[config.mk]
export PLATFORM = sky130hd
export DESIGN_NAME = video_timing_ctrl_flat
export DESIGN_NICKNAME = d
export VERILOG_FILES = /design/src/rtl/video_timing_ctrl_if.sv /design/src/rtl/video_timing_ctrl.sv /design/src/flat_wrapper.sv
export SDC_FILE = /design/constraint.sdc
export NUM_CORES = 1
export LEC_CHECK = 0
export CELL_PAD_IN_SITES_DETAIL_PLACEMENT = 1
export CELL_PAD_IN_SITES_GLOBAL_PLACEMENT = 1
export CORE_UTILIZATION = 35
export DETAILED_ROUTE_END_ITERATION = 7
export GPL_ROUTABILITY_DRIVEN = 1
export MAX_ROUTING_LAYER = met4
export PLACE_DENSITY_LB_ADDON = 0.1
export SLEW_MARGIN = 5
export SYNTH_ARGS = -nofsm -noshare
export SYNTH_HDL_FRONTEND = slang
export SYNTH_SLANG_ARGS = --single-unit
[constraint.sdc]
create_clock -name i_pixclk -period 3 [get_ports i_pixclk]
set_input_delay 0.6 -clock i_pixclk [delete_from_list [all_inputs] [get_ports i_pixclk]]
set_output_delay 0.6 -clock i_pixclk [all_outputs]
set_load 0.005 [all_outputs]
[src/rtl/video_timing_ctrl_if.sv]
// Pixel-path bundle between the raster scheduler, the shader and the TMDS encoder.
// The master side is the scheduler. The slave side is the shader/encoder, or a bench.
interface video_timing_ctrl_if;
    logic        i_enable;
    logic        o_busy;
    logic        o_req;
    logic [11:0] o_req_x;
    logic [11:0] o_req_y;
    logic        o_newline;
    logic        o_newframe;
    logic [23:0] i_pixel;
    logic        o_de;
    logic        o_hsync;
    logic        o_vsync;
    logic [23:0] o_pixel;

    modport master (
        input  i_enable, i_pixel,
        output o_busy, o_req, o_req_x, o_req_y, o_newline, o_newframe,
        output o_de, o_hsync, o_vsync, o_pixel
    );

    modport slave (
        output i_enable, i_pixel,
        input  o_busy, o_req, o_req_x, o_req_y, o_newline, o_newframe,
        input  o_de, o_hsync, o_vsync, o_pixel
    );
endinterface

[src/rtl/video_timing_ctrl.sv]
// Raster scheduler: issues shader coordinate requests, then realigns the returned pixel
// with delayed sync and data enable. The raster starts and stops only on frame boundaries.
module video_timing_ctrl #(
    parameter int unsigned H_ACTIVE  = 640,
    parameter int unsigned H_FRONT   = 16,
    parameter int unsigned H_SYNC    = 96,
    parameter int unsigned H_BACK    = 48,
    parameter int unsigned V_ACTIVE  = 480,
    parameter int unsigned V_FRONT   = 10,
    parameter int unsigned V_SYNC    = 2,
    parameter int unsigned V_BACK    = 33,
    parameter bit          HSYNC_POL = 1'b0,
    parameter bit          VSYNC_POL = 1'b0,
    parameter int unsigned LATENCY   = 2
) (
    input logic                i_pixclk,
    input logic                i_reset,
    video_timing_ctrl_if.master vif
);

    localparam int unsigned H_TOTAL = H_ACTIVE + H_FRONT + H_SYNC + H_BACK;
    localparam int unsigned V_TOTAL = V_ACTIVE + V_FRONT + V_SYNC + V_BACK;
    localparam logic [11:0] HLast   = 12'(H_TOTAL - 1);
    localparam logic [11:0] VLast   = 12'(V_TOTAL - 1);

    typedef enum logic [1:0] {StIdle, StRun, StStopping} state_e;

    state_e              state_q;
    logic [11:0]         hpos_q, vpos_q;
    logic                req_q, hs_q, vs_q, newline_q, newframe_q;
    logic [LATENCY-1:0]  de_dly_q, hs_dly_q, vs_dly_q;
    logic                de_q, hs_out_q, vs_out_q;
    logic [23:0]         pixel_q;

    logic                last_px, present;
    logic [11:0]         h_inc, v_inc, h_d, v_d;
    logic                req_d, hs_d, vs_d, newline_d, newframe_d;

    // hpos_q/vpos_q hold the position currently shown at the request stage.
    always_comb begin
        last_px = (hpos_q == HLast) && (vpos_q == VLast);
        h_inc   = (hpos_q == HLast) ? 12'd0 : hpos_q + 12'd1;
        if (hpos_q != HLast) begin
            v_inc = vpos_q;
        end else begin
            v_inc = (vpos_q == VLast) ? 12'd0 : vpos_q + 12'd1;
        end

        present = 1'b0;
        h_d     = 12'd0;
        v_d     = 12'd0;
        unique case (state_q)
            StIdle: begin
                present = vif.i_enable;
            end
            default: begin
                present = !(last_px && !vif.i_enable);
                h_d     = present ? h_inc : 12'd0;
                v_d     = present ? v_inc : 12'd0;
            end
        endcase

        req_d      = present && (32'(h_d) < H_ACTIVE) && (32'(v_d) < V_ACTIVE);
        hs_d       = present && (32'(h_d) >= H_ACTIVE + H_FRONT)
                             && (32'(h_d) <  H_ACTIVE + H_FRONT + H_SYNC);
        vs_d       = present && (32'(v_d) >= V_ACTIVE + V_FRONT)
                             && (32'(v_d) <  V_ACTIVE + V_FRONT + V_SYNC);
        newline_d  = present && (h_d == 12'd0);
        newframe_d = present && (h_d == 12'd0) && (v_d == 12'd0);
    end

    always_ff @(posedge i_pixclk) begin
        if (i_reset) begin
            state_q    <= StIdle;
            hpos_q     <= '0;
            vpos_q     <= '0;
            req_q      <= 1'b0;
            hs_q       <= 1'b0;
            vs_q       <= 1'b0;
            newline_q  <= 1'b0;
            newframe_q <= 1'b0;
            de_dly_q   <= '0;
            hs_dly_q   <= '0;
            vs_dly_q   <= '0;
            de_q       <= 1'b0;
            hs_out_q   <= 1'b0;
            vs_out_q   <= 1'b0;
            pixel_q    <= '0;
        end else begin
            unique case (state_q)
                StIdle:     if (vif.i_enable) state_q <= StRun;
                StRun:      if (!vif.i_enable) state_q <= last_px ? StIdle : StStopping;
                StStopping: begin
                    if (vif.i_enable)  state_q <= StRun;
                    else if (last_px)  state_q <= StIdle;
                end
                default:    state_q <= StIdle;
            endcase

            hpos_q     <= h_d;
            vpos_q     <= v_d;
            req_q      <= req_d;
            hs_q       <= hs_d;
            vs_q       <= vs_d;
            newline_q  <= newline_d;
            newframe_q <= newframe_d;

            // Delay line matches the shader latency; the output register adds one more stage.
            de_dly_q[0] <= req_q;
            hs_dly_q[0] <= hs_q;
            vs_dly_q[0] <= vs_q;
            for (int i = 1; i < LATENCY; i++) begin
                de_dly_q[i] <= de_dly_q[i-1];
                hs_dly_q[i] <= hs_dly_q[i-1];
                vs_dly_q[i] <= vs_dly_q[i-1];
            end

            de_q     <= de_dly_q[LATENCY-1];
            hs_out_q <= hs_dly_q[LATENCY-1];
            vs_out_q <= vs_dly_q[LATENCY-1];
            pixel_q  <= de_dly_q[LATENCY-1] ? vif.i_pixel : 24'd0;
        end
    end

    assign vif.o_busy     = (state_q != StIdle);
    assign vif.o_req      = req_q;
    assign vif.o_req_x    = hpos_q;
    assign vif.o_req_y    = vpos_q;
    assign vif.o_newline  = newline_q;
    assign vif.o_newframe = newframe_q;
    assign vif.o_de       = de_q;
    assign vif.o_hsync    = hs_out_q ? HSYNC_POL : ~HSYNC_POL;
    assign vif.o_vsync    = vs_out_q ? VSYNC_POL : ~VSYNC_POL;
    assign vif.o_pixel    = pixel_q;

endmodule

[src/flat_wrapper.sv]
// flat-port wrapper written by rule: the top's interface ports become plain ports
module video_timing_ctrl_flat 
#(
    parameter int unsigned H_ACTIVE  = 640,
    parameter int unsigned H_FRONT   = 16,
    parameter int unsigned H_SYNC    = 96,
    parameter int unsigned H_BACK    = 48,
    parameter int unsigned V_ACTIVE  = 480,
    parameter int unsigned V_FRONT   = 10,
    parameter int unsigned V_SYNC    = 2,
    parameter int unsigned V_BACK    = 33,
    parameter bit          HSYNC_POL = 1'b0,
    parameter bit          VSYNC_POL = 1'b0,
    parameter int unsigned LATENCY   = 2
)
  (i_pixclk, i_reset, vif_i_enable, vif_i_pixel, vif_o_busy, vif_o_req, vif_o_req_x, vif_o_req_y, vif_o_newline, vif_o_newframe, vif_o_de, vif_o_hsync, vif_o_vsync, vif_o_pixel);
  video_timing_ctrl_if vif_i ();
  input logic i_pixclk;
  input logic i_reset;
  input wire logic [$bits(vif_i.i_enable)-1:0] vif_i_enable;
  input wire logic [$bits(vif_i.i_pixel)-1:0] vif_i_pixel;
  output wire logic [$bits(vif_i.o_busy)-1:0] vif_o_busy;
  output wire logic [$bits(vif_i.o_req)-1:0] vif_o_req;
  output wire logic [$bits(vif_i.o_req_x)-1:0] vif_o_req_x;
  output wire logic [$bits(vif_i.o_req_y)-1:0] vif_o_req_y;
  output wire logic [$bits(vif_i.o_newline)-1:0] vif_o_newline;
  output wire logic [$bits(vif_i.o_newframe)-1:0] vif_o_newframe;
  output wire logic [$bits(vif_i.o_de)-1:0] vif_o_de;
  output wire logic [$bits(vif_i.o_hsync)-1:0] vif_o_hsync;
  output wire logic [$bits(vif_i.o_vsync)-1:0] vif_o_vsync;
  output wire logic [$bits(vif_i.o_pixel)-1:0] vif_o_pixel;
  assign vif_i.i_enable = vif_i_enable;
  assign vif_i.i_pixel = vif_i_pixel;
  assign vif_o_busy = vif_i.o_busy;
  assign vif_o_req = vif_i.o_req;
  assign vif_o_req_x = vif_i.o_req_x;
  assign vif_o_req_y = vif_i.o_req_y;
  assign vif_o_newline = vif_i.o_newline;
  assign vif_o_newframe = vif_i.o_newframe;
  assign vif_o_de = vif_i.o_de;
  assign vif_o_hsync = vif_i.o_hsync;
  assign vif_o_vsync = vif_i.o_vsync;
  assign vif_o_pixel = vif_i.o_pixel;
  video_timing_ctrl #(.H_ACTIVE(H_ACTIVE), .H_FRONT(H_FRONT), .H_SYNC(H_SYNC), .H_BACK(H_BACK), .V_ACTIVE(V_ACTIVE), .V_FRONT(V_FRONT), .V_SYNC(V_SYNC), .V_BACK(V_BACK), .HSYNC_POL(HSYNC_POL), .VSYNC_POL(VSYNC_POL), .LATENCY(LATENCY)) u_core (.i_pixclk(i_pixclk), .i_reset(i_reset), .vif(vif_i));
endmodule
==> results.cfg, run 1 <==
[placed_design]
placed_cell_area_um2 = 3665
port_buffers = 81
pre_cts_ws_ps = 561.8
dp_hpwl_um = 5493
routabilityCongestion = 0.8975

[timing]
layout_setup_ws_ps = 568.2
finalHoldViolCount = 0
fin_tns_setup_ps = 0
maxSlewHeadroom = 0.6327
fin_crit_sh = 0.8106
final.min_clock_period_ps = 2432
holdWs_ps = 444.3
tightest_slew_ps = 549.8
finalClockSkew_ps = 7.989
timing.fmax_mhz = 411.2
setup_viol_count_final = 0
slew_violations = 0
rsz0062_at_grt = false

[critical_path]
critPathMaxStageDelay_ps = 440
path_class = register to register
crit_path_cell_trace = ha_1, and4_4, nand3_4, nor4_4, nor4_1, nor3b_2, and4b_1
cp_slowest_cell = dfxtp_1
startpoint_type = register
arrival_ps = 2670
crit_fanout = 11
required_ps = 3230
cp-end-kind = register

[routing]
routed_wl_um = 7532
viasPerCell = 4.926
initialDrtViolationCount = 100
vias = 2384
drc_errors = 0
ant_nets = 0
wl_per_cell_um = 15.56
dr.pass1.iters = 4

[yosys]
yosys.area.top_type = dfxtp_1
synthFlopType = dfxtp_1
ys_warn_count = 0
syn_nets = 330
synth-edff-count = 0
avgSynthCellArea_um2 = 9.392
synthTopCellsByArea = dfxtp_1 (45%), and2_1 (5.8%), nor2_1 (5.2%)
netlist.area_leader.share = 0.4547
ys_types = 56
synth.yosys.seq_area_share = 0.4547
syn_inst = 300
ys_seq_elements = 64
synthArstFlopShare = 0
synth_area_um2 = 2818

[power_and_ir_drop]
p_seq_frac = 0.517
cellPowerDensity_nw_per_um2 = 435.3
p_sw_uw = 379.3
swShare = 0.2262
p_int_uw = 1298
cellLeakagePower_uw = 0.001360
fin_total_pwr_uw = 1677
vdd.ir_drop.worst_v = 0.0001846
clock_power_share = 0.428
p_comb_frac = 0.055

[clocking]
cts-htree-levels = 3
clk_pin_slew_ps = 70
post_cts_buffers = 0
cts-hold-fix-buffers = 0
cts_buffers = 9
cts_root_buf = clkbuf_8
cts_resized = 0
cts_buffer_depth = 2
cts_num_sinks = 64
cts_tree = done
insertion_delay_ps = 340

[floorplan]
core_region_area_um2 = 7767
die_h_um = 91.73
top_level_ports = 82
initial_core_util = 0.3628
die_w_um = 91.73
dieArea_um2 = 8413
rows = 32

[cells_and_area]
final_common_cell = clkdlybuf4s50_1
drive_gt1_frac = 0.09424
finalNetCount = 407
final_cell_area_um2 = 3852
final_cell_mix = clkdlybuf4s50_1 (81), dfxtp_1 (64), nor2_1 (39)
area_delta_synth_final_pct = 36.72
antenna_cells = 0
fillerInstances = 896

[run]
cap_violations = 0

[grt]
grt_overflow = 0
grt_pass1_wl_um = 12120
grt_antenna_before_repair = 0
grt_pass1_vias = 2445
grt_max_degree = 16
grt_usage = 0.1910

[worst_hold_path]
hp-class = register to register

[outcome]
status = completed
==> flip-flops by register name, summed over array words and instances (netlist names) <==
signal                 count
u_core.vs_out_q            1
u_core.vs_dly_q            2
u_core.state_q             2
u_core.vif.o_newline       1
u_core.hs_q                1
u_core.vif.o_req           1
u_core.vif.o_req_x        12
u_core.vif.o_pixel        24
u_core.hs_out_q            1
u_core.vif.o_de            1
u_core.vif.o_req_y        12
u_core.vif.o_newframe      1
u_core.vs_q                1
u_core.hs_dly_q            2
u_core.de_dly_q            2
==> power by group through the flow <==
stage,logic (µW),registers [µW],clock network (µW)
after CTS,93.7,867,749
after global routing,99.2,867,793
after floorplan,26.8,886,0
after detailed placement,92.1,886,0
final,92.2,867,718
after global placement,91.0,886,0
==> synth_stat cells, types with 2 or more instances <==
cell,instances
dfxtp_1,64
nor2_1,39
and2_1,26
nand2_1,17
xnor2_1,15
nor2b_1,10
inv_1,9
nand3_1,8
xor2_1,8
nor3_1,7
a21oi_1,6
clkbuf_1,6
nand4_1,6
a211oi_1,5
and3_1,4
buf_4,4
nor3b_1,4
nor4_1,4
a31oi_1,3
buf_2,3
buf_6,3
ha_1,3
o21ai_0,3
a21o_1,2
a311oi_1,2
and4b_1,2
nand4_2,2
nor3_2,2
nor3b_2,2
o2111ai_1,2
o211ai_1,2
or2_2,2
or3_1,2
==> logic make-up after synthesis <==
kind of cell | share of synthesized area
AND/OR/NAND/NOR | 0.3148
flip-flops | 0.4547
AO/OA/AOI/OAI | 0.08970
buffers and inverters | 0.05239
XOR/XNOR | 0.07149
adder cells (fa/ha/maj) | 0.01332
multiplexers | 0.003553
==> through the flow <==
step,cells,utilization
detailed placement,468,0.4718
floorplan,300,-
finish,484,0.4960
global placement,468,0.4718
global route,484,0.4960
CTS,484,0.4960
==> critical path, delay by kind of cell (launching register included) <==
| family | cells | cell delay (ps) |
|---|---|---|
| and+or+nand+nor | 6 | 1550 |
| adders and majority gates | 1 | 330 |
| DFF | 1 | 440 |
==> per-layer routing <==
metal / vias up / wire [µm] / GRT usage
met5: - / 0 / -
met4: 0 / 79 / 0.07292
met3: 6 / 390 / 0.04229
met2: 80 / 3449 / 0.2989
met1: 1117 / 3612 / 0.2414
li1: 1181 / - / -
==> layout make-up <==
cell class,instances,area (µm²),area share
inverter,9,33.78,0.008769
tap,102,127.6,0.03313
clock buffer,10,127.6,0.03313
multi-input combinational,209,1389,0.3605
timing repair buffer,84,833.3,0.2163
clock inverter,6,60.06,0.01559
sequential,64,1281,0.3326
==> worst paths after layout <==
check | from | to | slack, ps | cells after the start
worst max register to register | u_core.vif.o_req_x[1]$_SDFF_PP0_ | u_core.vs_q$_SDFF_PP0_ | 570 | 7
worst max-delay path | u_core.vif.o_req_x[1]$_SDFF_PP0_ | u_core.vs_q$_SDFF_PP0_ | 570 | 7
worst min-delay path | u_core.vs_dly_q[1]$_SDFF_PP0_ | u_core.vs_out_q$_SDFF_PP0_ | 440 | 1
worst min register to register | u_core.vs_dly_q[1]$_SDFF_PP0_ | u_core.vs_out_q$_SDFF_PP0_ | 440 | 1
Power figures use the tool's default switching activity.
==> run 2, diff against run 1 <==
clock period = 2.4 ns   (was 3 ns; I/O delays follow)
==> run 2 against run 1 <==
  * Count of clock-buffer cells in the layout decreased by 1
  * Design area up 4.2%
  * Combinational power is 28% higher
  * First-iteration DRC count decreased by 64%
  * Worst setup slack got worse by 460 ps
  * Die area did not move
  * Highest routed layer unchanged
==> results.cfg, run 2 (same netlist as run 1, synthesis figures left out) <==
[clocking]
cts_root_buf = clkbuf_8
cts-htree-levels = 3
clk_pin_slew_ps = 80
cts_buffers = 9
cts-hold-fix-buffers = 0
post_cts_buffers = 0
cts_resized = 0
insertion_delay_ps = 350
cts_buffer_depth = 2
cts_tree = done
cts_num_sinks = 64

[worst_hold_path]
hp-class = register to register
min_path_cells = 1

[timing]
tightest_slew_ps = 543.7
slew_violations = 0
final.min_clock_period_ps = 2290
fin_crit_sh = 0.9543
finalClockSkew_ps = 13.83
setup_viol_count_final = 0
layout_setup_ws_ps = 109.7
finalHoldViolCount = 0
timing.fmax_mhz = 436.6
maxSlewHeadroom = 0.6371

[floorplan]
top_level_ports = 82
die_w_um = 91.73
die_h_um = 91.73
core_region_area_um2 = 7767
dieArea_um2 = 8413
initial_core_util = 0.3628
rows = 32

[outcome]
status = completed

[critical_path]
reg2reg_depth = 6
arrival_ps = 2570
crit_fanout = 11
startpoint_type = register
cp-end-kind = register
path_class = register to register
required_ps = 2680

[routing]
vias = 2465
routed_wl_um = 7417
initialDrtViolationCount = 36
drc_errors = 0
ant_nets = 0
viasPerCell = 4.920
wl_per_cell_um = 14.80
dr.pass1.iters = 4

[cells_and_area]
final_cell_area_um2 = 4013
final_common_cell = clkdlybuf4s50_1
fillerInstances = 911
antenna_cells = 0
final_util = 0.5166
finalNetCount = 424
area_delta_synth_final_pct = 42.41
drive_gt1_frac = 0.1353
final_cells = 501
final_cell_mix = clkdlybuf4s50_1 (81), dfxtp_1 (64), nor2_1 (39)
regArea_um2 = 1281
multi_input_area_um2 = 1389
largest_register_ffs = 24

[placed_design]
routabilityCongestion = 0.8473
placed_cell_area_um2 = 3777
dp.cells = 483
port_buffers = 81
dp_hpwl_um = 5400
pre_cts_ws_ps = 141.8

[power_and_ir_drop]
cellLeakagePower_uw = 0.001469
vdd.ir_drop.worst_v = 0.0002399
fin_total_pwr_uw = 2234
cellPowerDensity_nw_per_um2 = 556.7

[grt]
grt_antenna_before_repair = 0
grt_max_degree = 26
grt_overflow = 0
grt_pass1_wl_um = 12350
grt_usage = 0.1944
grt_pass1_vias = 2396

[run]
cap_violations = 0
run 2: cell types whose count changed in the layout (fill, tap and decap cells not counted):
| cell | delta |
|---|---|
| clkinvlp_4 | -2 |
| clkinv_4 | +3 |
| buf_4 | +17 |
| clkbuf_1 | -1 |
| bufinv_16 | +1 |
| clkinv_2 | -1 |
run 2: path summary, 6_finish.rpt:
path	start	to	slack (ps)
setup reg to reg	u_core.vif.o_req_x[6]$_SDFF_PP0_	u_core.vif.o_newframe$_SDFF_PP0_	110
setup / recovery	u_core.vif.o_req_x[6]$_SDFF_PP0_	u_core.vif.o_newframe$_SDFF_PP0_	110
hold reg to reg	u_core.vs_dly_q[0]$_SDFF_PP0_	u_core.vs_dly_q[1]$_SDFF_PP0_	440
hold / removal	u_core.vs_dly_q[0]$_SDFF_PP0_	u_core.vs_dly_q[1]$_SDFF_PP0_	440
run 2: where the power goes:
group,switching (µW),internal (µW)
Combinational,43.1,75.0
Clock,448,586
Sequential,6.27,1080
run 2: routing by layer:
metal / up-vias / global-route usage / wire length [µm]
met3: 11 / 0.03897 / 341
met1: 1168 / 0.2564 / 3658
met5: - / - / 0
met4: 0 / 0.08333 / 157
met2: 69 / 0.2895 / 3259
li1: 1217 / - / -
run 2: critical path, stage by stage, from the launching register on:
cell	delay [ps]
dfxtp_1	670
nand4_2	220
or3_1	390
a21bo_1	180
a221o_1	320
a311oi_2	270
nor3b_2	190
run 2: layout make-up:
class,instances,area share
clock buffer,9,0.03087
tap,102,0.03181
timing repair buffer,101,0.2395
multi-input combinational,209,0.3461
clock inverter,7,0.02401
sequential,64,0.3193
inverter,9,0.008419
run 2: per-stage QoR:
step | setup TNS, ps | hold WS (ps)
after floorplan | 0 | 413.8
after global placement | 0 | 418.6
after detailed placement | 0 | 427.0
after CTS | 0 | 445.8
after global routing | -10.92 | 452.7
final | 0 | 439.4
